[src/rtl/id_ex_operand_stage.sv]
// ID/EX pipeline register with EX-side operand forwarding and load-use hazard detection.
// Produces the ALU a/b/shamt/control inputs and the forwarded store data every cycle.
module id_ex_operand_stage #(
  parameter int DATA_W  = 32,
  parameter int REG_AW  = 5,
  parameter int SHAMT_W = 6
) (
  input  logic               clk_i,
  input  logic               reset_i,
  input  logic               id_valid_i,
  input  logic [DATA_W-1:0]  id_rs_data_i,
  input  logic [DATA_W-1:0]  id_rt_data_i,
  input  logic [15:0]        id_imm_i,
  input  logic               id_imm_zext_i,
  input  logic [REG_AW-1:0]  id_rs_i,
  input  logic [REG_AW-1:0]  id_rt_i,
  input  logic               id_uses_rt_i,
  input  logic [REG_AW-1:0]  id_dest_i,
  input  logic               id_alusrc_i,
  input  logic [2:0]         id_alu_control_i,
  input  logic [SHAMT_W-1:0] id_shamt_i,
  input  logic               id_regwrite_i,
  input  logic               id_memread_i,
  input  logic               id_memwrite_i,
  input  logic               stall_i,
  input  logic               flush_i,
  input  logic               exmem_regwrite_i,
  input  logic [REG_AW-1:0]  exmem_dest_i,
  input  logic [DATA_W-1:0]  exmem_result_i,
  input  logic               memwb_regwrite_i,
  input  logic [REG_AW-1:0]  memwb_dest_i,
  input  logic [DATA_W-1:0]  memwb_result_i,
  output logic [DATA_W-1:0]  alu_a_o,
  output logic [DATA_W-1:0]  alu_b_o,
  output logic [SHAMT_W-1:0] alu_shamt_o,
  output logic [2:0]         alu_control_o,
  output logic [DATA_W-1:0]  ex_store_data_o,
  output logic               ex_valid_o,
  output logic [REG_AW-1:0]  ex_dest_o,
  output logic               ex_regwrite_o,
  output logic               ex_memread_o,
  output logic               ex_memwrite_o,
  output logic               load_use_stall_o
);

  localparam logic [2:0] BUBBLE_ALU_CTL = 3'b010;

  logic               ex_valid_q,     ex_valid_d;
  logic [DATA_W-1:0]  ex_rs_data_q,   ex_rs_data_d;
  logic [DATA_W-1:0]  ex_rt_data_q,   ex_rt_data_d;
  logic [DATA_W-1:0]  ex_imm_q,       ex_imm_d;
  logic [REG_AW-1:0]  ex_rs_q,        ex_rs_d;
  logic [REG_AW-1:0]  ex_rt_q,        ex_rt_d;
  logic [REG_AW-1:0]  ex_dest_q,      ex_dest_d;
  logic               ex_alusrc_q,    ex_alusrc_d;
  logic [2:0]         ex_alu_ctl_q,   ex_alu_ctl_d;
  logic [SHAMT_W-1:0] ex_shamt_q,     ex_shamt_d;
  logic               ex_regwrite_q,  ex_regwrite_d;
  logic               ex_memread_q,   ex_memread_d;
  logic               ex_memwrite_q,  ex_memwrite_d;

  logic [DATA_W-1:0]  imm_ext;
  logic               load_use;
  logic               do_bubble;
  logic               do_load;
  logic [DATA_W-1:0]  fwd_rs;
  logic [DATA_W-1:0]  fwd_rt;

  assign imm_ext = id_imm_zext_i ? {{(DATA_W-16){1'b0}}, id_imm_i}
                                 : {{(DATA_W-16){id_imm_i[15]}}, id_imm_i};

  assign load_use = ex_valid_q & ex_memread_q & ex_regwrite_q & (ex_dest_q != '0) &
                    id_valid_i &
                    ((id_rs_i == ex_dest_q) | (id_uses_rt_i & (id_rt_i == ex_dest_q)));

  // flush outranks stall, which outranks the load-use bubble
  assign do_bubble = flush_i | (~stall_i & load_use);
  assign do_load   = ~flush_i & ~stall_i & ~load_use;

  always_comb begin
    ex_valid_d    = ex_valid_q;
    ex_rs_data_d  = ex_rs_data_q;
    ex_rt_data_d  = ex_rt_data_q;
    ex_imm_d      = ex_imm_q;
    ex_rs_d       = ex_rs_q;
    ex_rt_d       = ex_rt_q;
    ex_dest_d     = ex_dest_q;
    ex_alusrc_d   = ex_alusrc_q;
    ex_alu_ctl_d  = ex_alu_ctl_q;
    ex_shamt_d    = ex_shamt_q;
    ex_regwrite_d = ex_regwrite_q;
    ex_memread_d  = ex_memread_q;
    ex_memwrite_d = ex_memwrite_q;
    if (do_bubble) begin
      ex_valid_d    = 1'b0;
      ex_rs_data_d  = '0;
      ex_rt_data_d  = '0;
      ex_imm_d      = '0;
      ex_rs_d       = '0;
      ex_rt_d       = '0;
      ex_dest_d     = '0;
      ex_alusrc_d   = 1'b0;
      ex_alu_ctl_d  = BUBBLE_ALU_CTL;
      ex_shamt_d    = '0;
      ex_regwrite_d = 1'b0;
      ex_memread_d  = 1'b0;
      ex_memwrite_d = 1'b0;
    end else if (do_load) begin
      ex_valid_d    = id_valid_i;
      ex_rs_data_d  = id_rs_data_i;
      ex_rt_data_d  = id_rt_data_i;
      ex_imm_d      = imm_ext;
      ex_rs_d       = id_rs_i;
      ex_rt_d       = id_rt_i;
      ex_dest_d     = id_dest_i;
      ex_alusrc_d   = id_alusrc_i;
      ex_alu_ctl_d  = id_alu_control_i;
      ex_shamt_d    = id_shamt_i;
      ex_regwrite_d = id_regwrite_i;
      ex_memread_d  = id_memread_i;
      ex_memwrite_d = id_memwrite_i;
    end
  end

  always_ff @(posedge clk_i or posedge reset_i) begin
    if (reset_i) begin
      ex_valid_q    <= 1'b0;
      ex_rs_data_q  <= '0;
      ex_rt_data_q  <= '0;
      ex_imm_q      <= '0;
      ex_rs_q       <= '0;
      ex_rt_q       <= '0;
      ex_dest_q     <= '0;
      ex_alusrc_q   <= 1'b0;
      ex_alu_ctl_q  <= 3'b000;
      ex_shamt_q    <= '0;
      ex_regwrite_q <= 1'b0;
      ex_memread_q  <= 1'b0;
      ex_memwrite_q <= 1'b0;
    end else begin
      ex_valid_q    <= ex_valid_d;
      ex_rs_data_q  <= ex_rs_data_d;
      ex_rt_data_q  <= ex_rt_data_d;
      ex_imm_q      <= ex_imm_d;
      ex_rs_q       <= ex_rs_d;
      ex_rt_q       <= ex_rt_d;
      ex_dest_q     <= ex_dest_d;
      ex_alusrc_q   <= ex_alusrc_d;
      ex_alu_ctl_q  <= ex_alu_ctl_d;
      ex_shamt_q    <= ex_shamt_d;
      ex_regwrite_q <= ex_regwrite_d;
      ex_memread_q  <= ex_memread_d;
      ex_memwrite_q <= ex_memwrite_d;
    end
  end

  // EX/MEM is the younger producer so it wins; r0 is hardwired and never forwarded
  always_comb begin
    fwd_rs = ex_rs_data_q;
    if (exmem_regwrite_i && exmem_dest_i == ex_rs_q && ex_rs_q != '0)
      fwd_rs = exmem_result_i;
    else if (memwb_regwrite_i && memwb_dest_i == ex_rs_q && ex_rs_q != '0)
      fwd_rs = memwb_result_i;
  end

  always_comb begin
    fwd_rt = ex_rt_data_q;
    if (exmem_regwrite_i && exmem_dest_i == ex_rt_q && ex_rt_q != '0)
      fwd_rt = exmem_result_i;
    else if (memwb_regwrite_i && memwb_dest_i == ex_rt_q && ex_rt_q != '0)
      fwd_rt = memwb_result_i;
  end

  assign alu_a_o          = fwd_rs;
  assign alu_b_o          = ex_alusrc_q ? ex_imm_q : fwd_rt;
  assign ex_store_data_o  = fwd_rt;
  assign alu_shamt_o      = ex_shamt_q;
  assign alu_control_o    = ex_alu_ctl_q;
  assign ex_valid_o       = ex_valid_q;
  assign ex_dest_o        = ex_dest_q;
  assign ex_regwrite_o    = ex_regwrite_q;
  assign ex_memread_o     = ex_memread_q;
  assign ex_memwrite_o    = ex_memwrite_q;
  assign load_use_stall_o = load_use;

endmodule

[config.mk]
export PLATFORM = sky130hd
export DESIGN_NAME = id_ex_operand_stage
export DESIGN_NICKNAME = d
export VERILOG_FILES = /design/src/rtl/id_ex_operand_stage.sv
export SDC_FILE = /design/constraint.sdc
export NUM_CORES = 1
export LEC_CHECK = 0
export ABC_AREA = 0
export BUFFER_PORTS_ARGS = -buffer_cell sky130_fd_sc_hd__buf_4
export CAP_MARGIN = 5
export CORE_MARGIN = 3
export CORE_UTILIZATION = 35
export CTS_CLUSTER_SIZE = 20
export DETAILED_ROUTE_END_ITERATION = 10
export PLACE_DENSITY_LB_ADDON = 0.12
export SYNTH_ARGS = -nofsm -noshare
export SYNTH_HDL_FRONTEND = slang
export SYNTH_SLANG_ARGS = --single-unit
export TNS_END_PERCENT = 10
[constraint.sdc]
create_clock -name clk_i -period 7.3 [get_ports clk_i]
set_clock_uncertainty 0.05 [all_clocks]
set_input_delay 0.73 -clock clk_i [delete_from_list [all_inputs] [get_ports clk_i]]
set_output_delay 0.73 -clock clk_i [all_outputs]
set_load 0.05 [all_outputs]
After elaboration in Yosys (flattened, before gate mapping)
Index checks and enable logic that the tools add are counted.

storage, ports and cells
  register bits = 125
  input bits = 191
  logic and storage cells = 77

operators by class
  reduce and logical (&&, ||, !) cells = 12
  equal/unequal tests = 6
  muxes and demuxes = 32
  bitwise gates (word level) = 14

operators with widths
  kind               number
  $mux 32            12
  $eq 5x5->1         6
  $mux 5             6
  $reduce_bool 5->1  3
  $mux 6             2
  $mux 1             10
  $and 1x1->1        9
  $logic_and 1x1->1  8
  $mux 3             2
  $not 1->1          3
  $or 1x1->1         2
  $reduce_bool 2->1  1

Depth between registers and ports, before layout
  depth in word-level cells = 9
  depth in mapped cells = 8

Worst setup path after synthesis
Ideal clock, no wire load.

  path kind = in2out
  start = input memwb_dest_i[1]
  end = output alu_b_o[10]
  stages on the path = 6
  slack = 3.540 ns
  data arrival time = 2.980 ns
  path through = xor2_1 -> nor3_1 -> o2111ai_4 -> buf_8 -> mux2i_1 -> a221oi_1

on the way
  cells in the longest elaborated chain, start to end = 6

RTL lines
  item                             line  RTL
  from (decl)                      31    input logic [REG_AW-1:0] memwb_dest_i,
  $eq 5x5->1                       170   else if (memwb_regwrite_i && memwb_dest_i == ex_rt_q && ex_rt_q != '0)
  $logic_and 1x1->1 (2 in series)  170
  $mux 32                          170
  $mux 32                          168   if (exmem_regwrite_i && exmem_dest_i == ex_rt_q && ex_rt_q != '0)
  $mux 32                          175   assign alu_b_o = ex_alusrc_q ? ex_imm_q : fwd_rt;
  to (decl)                        34    output logic [DATA_W-1:0] alu_b_o,

Every way passes these cells.

Worst setup path in the final report
  start = input exmem_dest_i[3]
  end = output alu_b_o[31]

on the way
  cells in the longest elaborated chain, start to end = 5

RTL lines
  item                             line  RTL
  from (decl)                      28    input logic [REG_AW-1:0] exmem_dest_i,
  $eq 5x5->1                       168
  $logic_and 1x1->1 (2 in series)  168
  $mux 32                          168
  $mux 32                          175

Every way passes these cells.

==> metrics.cfg <==
[outcome]
status = completed

[sta]
relSlewSlack_pct = 22.2
period_minus_slack_ns = 4.24
rsz0062_at_grt = no
tns_ns = 0
fmax_mhz = 236
setup_viol = 0
worst_pin_slew_ns = 1.17
period_share_pct = 58.1
slew_viol_final = 0
hold_viol_final = 0

[layout]
layoutNonFillerInstCount = 1240
area_growth_pct = 38.8
fillers = 1887
ff_latch_area_mm2 = 0.00275
final_common_cell = buf_4
multiInputGateArea_mm2 = 0.00356
final_cell_mix = 314 x buf_4, 143 x nand2_1, 109 x dfrtp_1
drive_gt1_share_pct = 35.2
fin_nets = 1192
antennaDiodeCount = 0

[clock_tree]
cts_tree = done
ctsLongestPathBuffers = 2
postCtsHoldBufs = 0
ctsResizeCount = 0
cts_root_buf = clkbuf_16
cts_sinks = 110
cts_buffers = 9
htree_levels = 3
clk_pin_slew_ns = 0.08
insertion_delay_ns = 0.35
postCtsSetupRepairBufs = 0

[grt]
overflow = 0
gr-usage-all-layers_pct = 22.2
antenna_found_initial = 0
grt_pass1_vias = 6586
grt_pass1_wl_mm = 36.5
grt_max_degree = 74

[power]
power_frac_clock_pct = 28.8
power_density_mw_per_mm2 = 178
pwr-share-comb_pct = 31.0
p_int_uw = 1090
ir_drop_mv = 0.104
seqPwrFrac_pct = 40.2
p_sw_share_pct = 34.7
switchingPower_uw = 579
total_leakage_power_uw = 0.00446

[setup_path]
critPathKind = primary input to output port
critical_path_arrival_ns = 3.46
rr_startpoint = ex_dest_o[1]$_DFFE_PP0P_
reg2reg_setup_slack_ns = 4.26
start_kind = primary input
cp-end-kind = output port
critical_path.max_fanout = 49
startpoint = exmem_dest_i[3]
reg2regPathDepth = 6
worst-endpoint-required_ns = 6.52

[synth]
synth-edff-count = 0
yosysSeqAreaShare_pct = 40.9
synth_top_area_share_pct = 40.9
async_reset_ff_share_pct = 100
synth-main-ff-cell = dfrtp_1
avgSynthCellArea_um2 = 8.95
synth_top_area_cell = dfrtp_1
synthTopCellsByArea = dfrtp_1 41%, mux2i_1 9.5%, nand2_1 8.0%, a32o_1 7.1%, o22ai_1 5.4%
syn_inst = 752
syn_nets = 943
ys_warn_count = 0
syn_area_mm2 = 0.00673
ys_ff_latch = 110
yosys.cell_types.count = 41

[placed_design]
dp_hpwl_mm = 17.1
place_inst = 1224
gp_congestion = 0.845
port_buffers = 305

[worst_hold_path]
hold_class = primary input to async pin

[floorplan]
num_io_pins = 306
die_h_um = 145
initial_core_util_pct = 35.9
core_area_mm2 = 0.0188
die_w_um = 145
die-area_mm2 = 0.0209
rows = 50

[detailed_routing]
antenna_left = 0
drc = 0
wl_mm = 24.2
drt_iter0_markers = 324
post_drt_via_cell_ratio = 5.37
dr.pass1.iters = 5
avgRoutedWirePerCell_um = 19.5
vias = 6657

[flow_run]
cap_violations = 0

==> path summary, 6_finish.rpt <==
kind | endpoint
min reg2reg | ex_rt_data_q[7]$_DFFE_PP0P_
max | alu_b_o[31]
min in group clk_i | ex_rt_data_q[7]$_DFFE_PP0P_
min | alu_shamt_o[0]$_DFFE_PP0P_
max reg2reg | ex_rt_q[4]$_DFFE_PP0P_
max in group asynchronous | ex_rs_data_q[12]$_DFFE_PP0P_
==> synth_stat cells, types with 11 or more instances <==
cell type,n
buf_2,11
nand2b_1,17
nor3_1,20
inv_1,21
nor2_1,35
clkbuf_1,54
xor2_1,20
mux2i_1,64
a221oi_1,13
o221ai_1,16
a32o_1,48
nand2_1,144
o22ai_1,58
dfrtp_1,110
a21oi_1,34
o21ai_0,29
==> cell families (layout without fill, tap and decap cells) <==
group	after synthesis	count (layout)	share of synthesized area [%]
buffers and inverters	98	352	6.64
AND/OR/NAND/NOR	240	240	16.2
flip-flops	110	110	40.9
XOR/XNOR	29	29	3.77
AO/OA/AOI/OAI	211	211	22.9
multiplexers	64	64	9.52
==> layer usage <==
| layer | share of wire [%] | vias to the layer above | GRT usage [%] |
|---|---|---|---|
| li1 | - | 3240 | - |
| met1 | 42 | 3166 | 28.9 |
| met2 | 49 | 228 | 36.7 |
| met3 | 7.8 | 23 | 5.59 |
| met4 | 1.6 | 0 | 6.48 |
| met5 | 0 | - | 0 |
==> area by class of cell <==
type                       instances  area share [%]
clock buffer                      12            2.75
clock inverter                     4           0.335
inverter                          22           0.911
multi-input combinational        544            38.2
sequential                       110            29.5
tap                              234            3.13
timing repair buffer             314            25.2
==> state kept, by name, indices dropped and copies added (netlist names) <==
signal and cells:
ex_regwrite_o 1, ex_memwrite_o 1, alu_control_o 3, ex_dest_o 5, ex_memread_o 1, ex_alusrc_q 1, ex_rt_data_q 32, ex_rs_data_q 32
ex_imm_q 17, ex_rt_q 5, alu_shamt_o 6, ex_rs_q 5, ex_valid_o 1
==> power by group through the flow <==
| stage | clock, uW | combinational (uW) | sequential [uW] |
|---|---|---|---|
| 5_1_grt | 519 | 552 | 675 |
| 4_1_cts | 498 | 521 | 671 |
| 2_1_floorplan | 0 | 300 | 692 |
| 6_report | 480 | 517 | 670 |
| 3_5_place_dp | 0 | 521 | 683 |
| 3_3_place_gp | 0 | 519 | 682 |
==> critical path, stage by stage <==
cell      delay [ns]
buf_4           0.12
xor2_1          0.13
nor4_1          0.61
nand2_4         0.44
buf_4           0.42
nand2b_1        0.51
o221ai_1        0.21
buf_4           0.23
==> through the flow <==
step	hold WS [ns]	cell area (um^2)	total power (uW)	worst slack [ns]	utilization, %
after floorplan	0.400	6730	992	3.54	-
after CTS	0.399	9340	1690	3.12	49.8
after detailed placement	0.432	9050	1200	3.13	48.2
after global placement	0.427	9050	1200	3.17	48.2
final	0.383	9340	1670	3.06	49.8
after global routing	0.422	9340	1750	2.89	49.8
Power figures use the tool's default switching activity.
